--- src/rtl/neuron_driver_pkg.sv ---
// Shared types and constants for the neuron operand sequencer.
// Holds the FSM state encoding, activation-select codes and the Q5.10 unit value.
package neuron_driver_pkg;

  typedef enum logic [2:0] {
    StIdle = 3'd0,
    StFill = 3'd1,
    StClr  = 3'd2,
    StMac  = 3'd3,
    StAct  = 3'd4,
    StHold = 3'd5
  } state_e;

  localparam logic [1:0] ActSig  = 2'b00;
  localparam logic [1:0] ActTanh = 2'b01;
  localparam logic [1:0] ActRelu = 2'b10;

  localparam logic [15:0] QOne = 16'h0400;

endpackage

--- src/rtl/neuron_vec_buf.sv ---
// N_MAX-entry input/weight register file: one write port, combinational read.
module neuron_vec_buf #(
  parameter int unsigned WIDTH = 15,
  parameter int unsigned N_MAX = 8,
  parameter int unsigned AW    = 3
) (
  input  logic           clk_i,
  input  logic           rst_ni,
  input  logic           we_i,
  input  logic [AW-1:0]  waddr_i,
  input  logic [WIDTH:0] wx_i,
  input  logic [WIDTH:0] ww_i,
  input  logic [AW-1:0]  raddr_i,
  output logic [WIDTH:0] rx_o,
  output logic [WIDTH:0] rw_o
);

  logic [WIDTH:0] x_q [N_MAX];
  logic [WIDTH:0] w_q [N_MAX];

  always_ff @(posedge clk_i or negedge rst_ni) begin
    if (!rst_ni) begin
      for (int i = 0; i < N_MAX; i++) begin
        x_q[i] <= '0;
        w_q[i] <= '0;
      end
    end else if (we_i) begin
      x_q[waddr_i] <= wx_i;
      w_q[waddr_i] <= ww_i;
    end
  end

  assign rx_o = x_q[raddr_i];
  assign rw_o = w_q[raddr_i];

endmodule

--- src/rtl/neuron_driver.sv ---
// Operand sequencer for the CORDIC neuron: buffers a vector, replays it one pair
// per CORDIC pass, runs the activation stage and returns the result downstream.
module neuron_driver
  import neuron_driver_pkg::*;
#(
  parameter int unsigned WIDTH   = 15,
  parameter int unsigned N_MAX   = 8,
  parameter int unsigned ITERS   = 16,
  parameter int unsigned TIMEOUT = 64
) (
  input  logic           clk,
  input  logic           ext_reset,
  input  logic           in_valid,
  output logic           in_ready,
  input  logic [WIDTH:0] in_x,
  input  logic [WIDTH:0] in_w,
  input  logic           in_last,
  input  logic [WIDTH:0] bias,
  input  logic [1:0]     act_sel,
  output logic [WIDTH:0] nrn_x,
  output logic [WIDTH:0] nrn_y,
  output logic [WIDTH:0] nrn_z,
  output logic           nrn_rst,
  output logic [1:0]     nrn_sel,
  output logic           nrn_af_en,
  input  logic           nrn_complete,
  input  logic [WIDTH:0] nrn_f,
  output logic           out_valid,
  input  logic           out_ready,
  output logic [WIDTH:0] out_data,
  output logic           out_err
);

  localparam int unsigned CW = $clog2(N_MAX + 1);
  localparam int unsigned AW = (N_MAX > 1) ? $clog2(N_MAX) : 1;
  localparam int unsigned IW = (ITERS > 1) ? $clog2(ITERS) : 1;
  localparam int unsigned TW = $clog2(TIMEOUT + 1);

  state_e         state_q, state_d;
  logic [CW-1:0]  count_q, count_d;
  logic [AW-1:0]  idx_q, idx_d;
  logic [IW-1:0]  iter_q, iter_d;
  logic [TW-1:0]  timer_q, timer_d;
  logic           err_q, err_d;
  logic [WIDTH:0] bias_q, bias_d;
  logic [1:0]     sel_q, sel_d;
  logic [WIDTH:0] data_q, data_d;
  logic           en_q;
  logic [WIDTH:0] buf_x, buf_w;
  logic           accept;

  assign accept = in_valid & in_ready;

  neuron_vec_buf #(
    .WIDTH (WIDTH),
    .N_MAX (N_MAX),
    .AW    (AW)
  ) u_vec_buf (
    .clk_i   (clk),
    .rst_ni  (ext_reset),
    .we_i    (accept),
    .waddr_i (count_q[AW-1:0]),
    .wx_i    (in_x),
    .ww_i    (in_w),
    .raddr_i (idx_q),
    .rx_o    (buf_x),
    .rw_o    (buf_w)
  );

  // en_q keeps in_ready low while reset is held and for the first cycle after release.
  always_ff @(posedge clk or negedge ext_reset) begin
    if (!ext_reset) begin
      state_q <= StIdle;
      count_q <= '0;
      idx_q   <= '0;
      iter_q  <= '0;
      timer_q <= '0;
      err_q   <= 1'b0;
      bias_q  <= '0;
      sel_q   <= ActSig;
      data_q  <= '0;
      en_q    <= 1'b0;
    end else begin
      state_q <= state_d;
      count_q <= count_d;
      idx_q   <= idx_d;
      iter_q  <= iter_d;
      timer_q <= timer_d;
      err_q   <= err_d;
      bias_q  <= bias_d;
      sel_q   <= sel_d;
      data_q  <= data_d;
      en_q    <= 1'b1;
    end
  end

  always_comb begin
    state_d = state_q;
    count_d = count_q;
    idx_d   = idx_q;
    iter_d  = iter_q;
    timer_d = timer_q;
    err_d   = err_q;
    bias_d  = bias_q;
    sel_d   = sel_q;
    data_d  = data_q;
    unique case (state_q)
      StIdle, StFill: begin
        if (accept) begin
          count_d = count_q + CW'(1);
          if (state_q == StIdle) begin
            bias_d  = bias;
            sel_d   = act_sel;
            state_d = StFill;
          end
          if (in_last) begin
            state_d = StClr;
            idx_d   = '0;
          end else if (count_q == CW'(N_MAX - 1)) begin
            // Buffer full without a last marker: truncate and flag.
            state_d = StClr;
            idx_d   = '0;
            err_d   = 1'b1;
          end
        end
      end
      StClr: begin
        idx_d   = '0;
        iter_d  = '0;
        state_d = StMac;
      end
      StMac: begin
        if (iter_q == IW'(ITERS - 1)) begin
          iter_d = '0;
          if (CW'(idx_q) + CW'(1) == count_q) begin
            timer_d = '0;
            state_d = StAct;
          end else begin
            idx_d = idx_q + AW'(1);
          end
        end else begin
          iter_d = iter_q + IW'(1);
        end
      end
      StAct: begin
        // Completion takes priority over a coincident timeout.
        if (nrn_complete) begin
          data_d  = nrn_f;
          state_d = StHold;
        end else if (timer_q == TW'(TIMEOUT)) begin
          data_d  = '0;
          err_d   = 1'b1;
          state_d = StHold;
        end else begin
          timer_d = timer_q + TW'(1);
        end
      end
      StHold: begin
        if (out_ready) begin
          count_d = '0;
          err_d   = 1'b0;
          state_d = StIdle;
        end
      end
      default: state_d = StIdle;
    endcase
  end

  always_comb begin
    in_ready  = 1'b0;
    nrn_x     = '0;
    nrn_y     = '0;
    nrn_z     = '0;
    nrn_rst   = 1'b0;
    nrn_af_en = 1'b0;
    out_valid = 1'b0;
    unique case (state_q)
      StIdle, StFill: in_ready = en_q && (count_q < CW'(N_MAX));
      StClr, StMac, StAct, StHold: begin
        nrn_x     = buf_x;
        nrn_z     = buf_w;
        nrn_y     = bias_q;
        nrn_rst   = (state_q == StClr);
        nrn_af_en = (state_q == StAct);
        out_valid = (state_q == StHold);
      end
      default: in_ready = 1'b0;
    endcase
  end

  assign nrn_sel  = sel_q;
  assign out_data = data_q;
  assign out_err  = err_q & (state_q == StHold);

endmodule
--- config.mk ---
export PLATFORM = sky130hd
export DESIGN_NAME = neuron_driver
export DESIGN_NICKNAME = d
export VERILOG_FILES = /design/src/rtl/neuron_driver_pkg.sv /design/src/rtl/neuron_vec_buf.sv /design/src/rtl/neuron_driver.sv
export SDC_FILE = /design/constraint.sdc
export NUM_CORES = 1
export LEC_CHECK = 0
export CORE_AREA = 2 2 197 141
export DETAILED_ROUTE_END_ITERATION = 12
export DIE_AREA = 0 0 199 143
export PLACE_DENSITY = 0.76
export SLEW_MARGIN = 20
export SYNTH_ARGS = -nofsm -noshare
export SYNTH_HDL_FRONTEND = slang
export SYNTH_SLANG_ARGS = --single-unit
--- constraint.sdc ---
create_clock -name clk -period 5.9 [get_ports clk]
set_clock_uncertainty 0.2 [all_clocks]
set_input_delay 1.77 -clock clk [delete_from_list [all_inputs] [get_ports clk]]
set_output_delay 1.77 -clock clk [all_outputs]
set_load 0.02 [all_outputs]
==> results_dict.tcl <==
set metrics [dict create \
    cts_buffer_depth 3 \
    drtAntennaViolNets 0 \
    viasPerCell 5.77 \
    overflow 0 \
    wl_per_cell_um 20.9 \
    synth_area_leaders "dfrtp_1 54%, mux2_1 16%, mux4_2 10%" \
    fin_cells 1489 \
    cts_tree "built" \
    setup.worst_path.end "nrn_z[6]" \
    nNetsFinal 1181 \
    dieArea_sq_um 28500 \
    syn_avg_cell_area_sq_um 14.9 \
    post-place-ws_ns 1.11 \
    die_w_um 199 \
    cap_violations 0 \
    drtIter0Drc 541 \
    final.min_clock_period_ns 5.30 \
    critPathMaxFanout 45 \
    finalWirelength_um 31100 \
    vias 8594 \
    post-route-util_pct 65.2 \
    antenna_found_initial 2 \
    ys.warnings.count 0 \
    r2r_end "u_vec_buf.x_q[4]" \
    fp.coreArea_sq_um 26500 \
    clock.fmax_mhz 189 \
    dp_cells 1433 \
    first_global_vias 8854 \
    cp_data_arrival_time_ns 3.33 \
    cts_resized 0 \
    area_growth_pct 19.3 \
    firstDrtPassIters 4 \
    synth_top_area_cell "dfrtp_1" \
    r2r_slack_ns 2.67 \
    ys_types 55 \
    slew_headroom_pct 29.2 \
    cts_root_buf "clkbuf_16" \
    initial_utilization_pct 54.7 \
    nFillCells 1895 \
    setup_tns_ns 0 \
    crit_type "reg -> out" \
    track_usage_pct 22.8 \
    slew_viol_final 0 \
    power_density_nw_per_um2 514 \
    ys_seq_area_share_pct 54.1 \
    syn-num-nets 1049 \
    r2r_start "state_q[1]" \
    synth_area_sq_um 14500 \
    end_kind "output port" \
    path_clk_slew_ns 0.06 \
    grt_max_degree 157 \
    fp.dieH_um 143 \
    grt_pass1_wl_um 50300 \
    setup_slack_ns 0.599 \
    setup.worst_path.start "idx_q[0]" \
    cts_hold_buf 0 \
    cts_num_sinks 313 \
    post-dp-hpwl_um 19300 \
    rsz0062_at_grt "false" \
    h-tree-depth 1 \
    cts_made_buffers 30 \
    synth_top_cell_area_share_pct 54.1 \
    synth-edff-count 0 \
    port-buffer-count 142 \
    drc_errors 0 \
    clk_latency_ns 0.55 \
    hp-class "reg -> reg" \
    r2r_cells 7 \
    synthCells 969 \
    gp_congestion 0.740 \
    hold_violations 0 \
    critPathRequiredTime_ns 3.93 \
    outcome "completed" \
    ioPinCount 143 \
    placementRows 50 \
    setup_viol 0 \
    peakVddDrop_mv 0.296 \
    drive_above_1_share_pct 19.0 \
    synthFlopType "dfrtp_1" \
    worst_pin_slew_ns 1.06 \
    timing.hold.ws_ns 0.283 \
    leakage_nw 7.80 \
    start_kind "register" \
    synth-async-reset-ratio_pct 100 \
    period_share_pct 89.8 \
    post_cts_buffers 0 \
    yosys_register_bits 313 \
]
kinds of logic after synthesis:
kind of cell / after synthesis / synth area share (%)
muxes: 373 / 33.7
buffers and inverters: 73 / 2.31
and+or+nand+nor: 133 / 5.64
DFF: 313 / 54.1
AOI/OAI and AO/OA: 64 / 3.28
xor gates and xnor gates: 4 / 0.242
other: 1 / 0.0259
adders and majority gates: 8 / 0.691
how the worst min path moves through the flow:
stage                             from                  to  cells past startpoint
global placement    u_vec_buf.x_q[110]  u_vec_buf.x_q[110]                      1
CTS                  u_vec_buf.w_q[90]   u_vec_buf.w_q[90]                      1
detailed placement   u_vec_buf.w_q[90]   u_vec_buf.w_q[90]                      1
floorplan            u_vec_buf.x_q[80]   u_vec_buf.x_q[80]                      1
global route         u_vec_buf.x_q[16]   u_vec_buf.x_q[16]                      1
finish               u_vec_buf.w_q[90]   u_vec_buf.w_q[90]                      1
layout make-up:
type	instances	area, sq um	share of cell area, %
inverters	10	37.5	0.217
flip-flops and latches	313	7840	45.4
repair buffers	163	1610	9.32
diodes	1	2.50	0.0145
multi-input cells	583	6340	36.7
well taps	364	455	2.64
clock buffers	46	871	5.04
clock inverters	9	110	0.638
metal layers:
metal | up-vias | wire (um) | GRT usage [%]
met5 | - | 13 | 0
met4 | 2 | 491 | 4.71
met3 | 45 | 1360 | 3.66
met2 | 139 | 14500 | 34.8
met1 | 4537 | 14800 | 34.8
li1 | 3871 | - | -
power breakdown:
group / total (mW) / internal [mW] / switching, mW / leakage, nW
clock network: 1.91 / 1.10 / 0.808 / 0.484
logic: 3.43 / 1.91 / 1.52 / 3.19
registers: 3.54 / 2.94 / 0.595 / 4.13
through the flow:
stage	power (mW)	instance area [sq um]
floorplan	5.70	14500
global placement	6.92	16300
detailed placement	7.03	16300
CTS	8.97	17300
global route	9.39	17300
finish	8.88	17300
cell usage after synthesis, drive strengths merged, types with 2 or more instances:
| master | count |
|---|---|
| a2111oi | 2 |
| a211o | 4 |
| a21oi | 9 |
| a22o | 17 |
| a31oi | 2 |
| a32oi | 2 |
| and2 | 21 |
| and3 | 5 |
| and3b | 2 |
| buf | 44 |
| clkbuf | 19 |
| dfrtp | 313 |
| ha | 8 |
| inv | 10 |
| mux2 | 275 |
| mux2i | 34 |
| mux4 | 64 |
| nand2 | 13 |
| nand2b | 5 |
| nand3 | 11 |
| nand3b | 5 |
| nand4b | 4 |
| nor2 | 11 |
| nor2b | 33 |
| nor3 | 9 |
| nor3b | 4 |
| nor4 | 2 |
| o21ai | 19 |
| o2bb2ai | 2 |
| or3 | 5 |
| xnor2 | 2 |
| xor2 | 2 |
cell usage in the layout, fill, tap and decap left out, types with 3 or more instances in the layout:
master	count
nand2_1	12
clkdlybuf4s50_1	141
mux2i_1	34
buf_4	19
a22o_1	17
nand3b_1	4
clkbuf_16	30
or3_1	4
o21ai_1	3
nand4b_1	4
nand2b_1	5
mux4_2	64
nor3_1	7
o21ai_0	15
and3_1	5
a211o_1	4
and2_1	20
nor2_1	10
mux2_2	64
clkbuf_8	6
mux2_1	211
clkbuf_1	10
clkinv_2	5
nor2b_1	33
inv_1	9
nand3_1	10
dfrtp_1	310
ha_1	8
a21oi_1	9
flip-flops by register name, summed over array words and instances (netlist names), 4 cells and up:
signal	flops
bias_q	16
out_data	16
timer_q	7
u_vec_buf.w_q	128
u_vec_buf.x_q	128
iter_q	4
count_q	4
worst max-delay path, stage by stage, from the launching register on:
cell             delay, ns
dfrtp_4               0.97
buf_4                 0.38
mux4_2                0.52
mux2i_1               0.23
nor2b_1               0.08
clkdlybuf4s50_1       0.54
(Power assumes the default switching activity.)
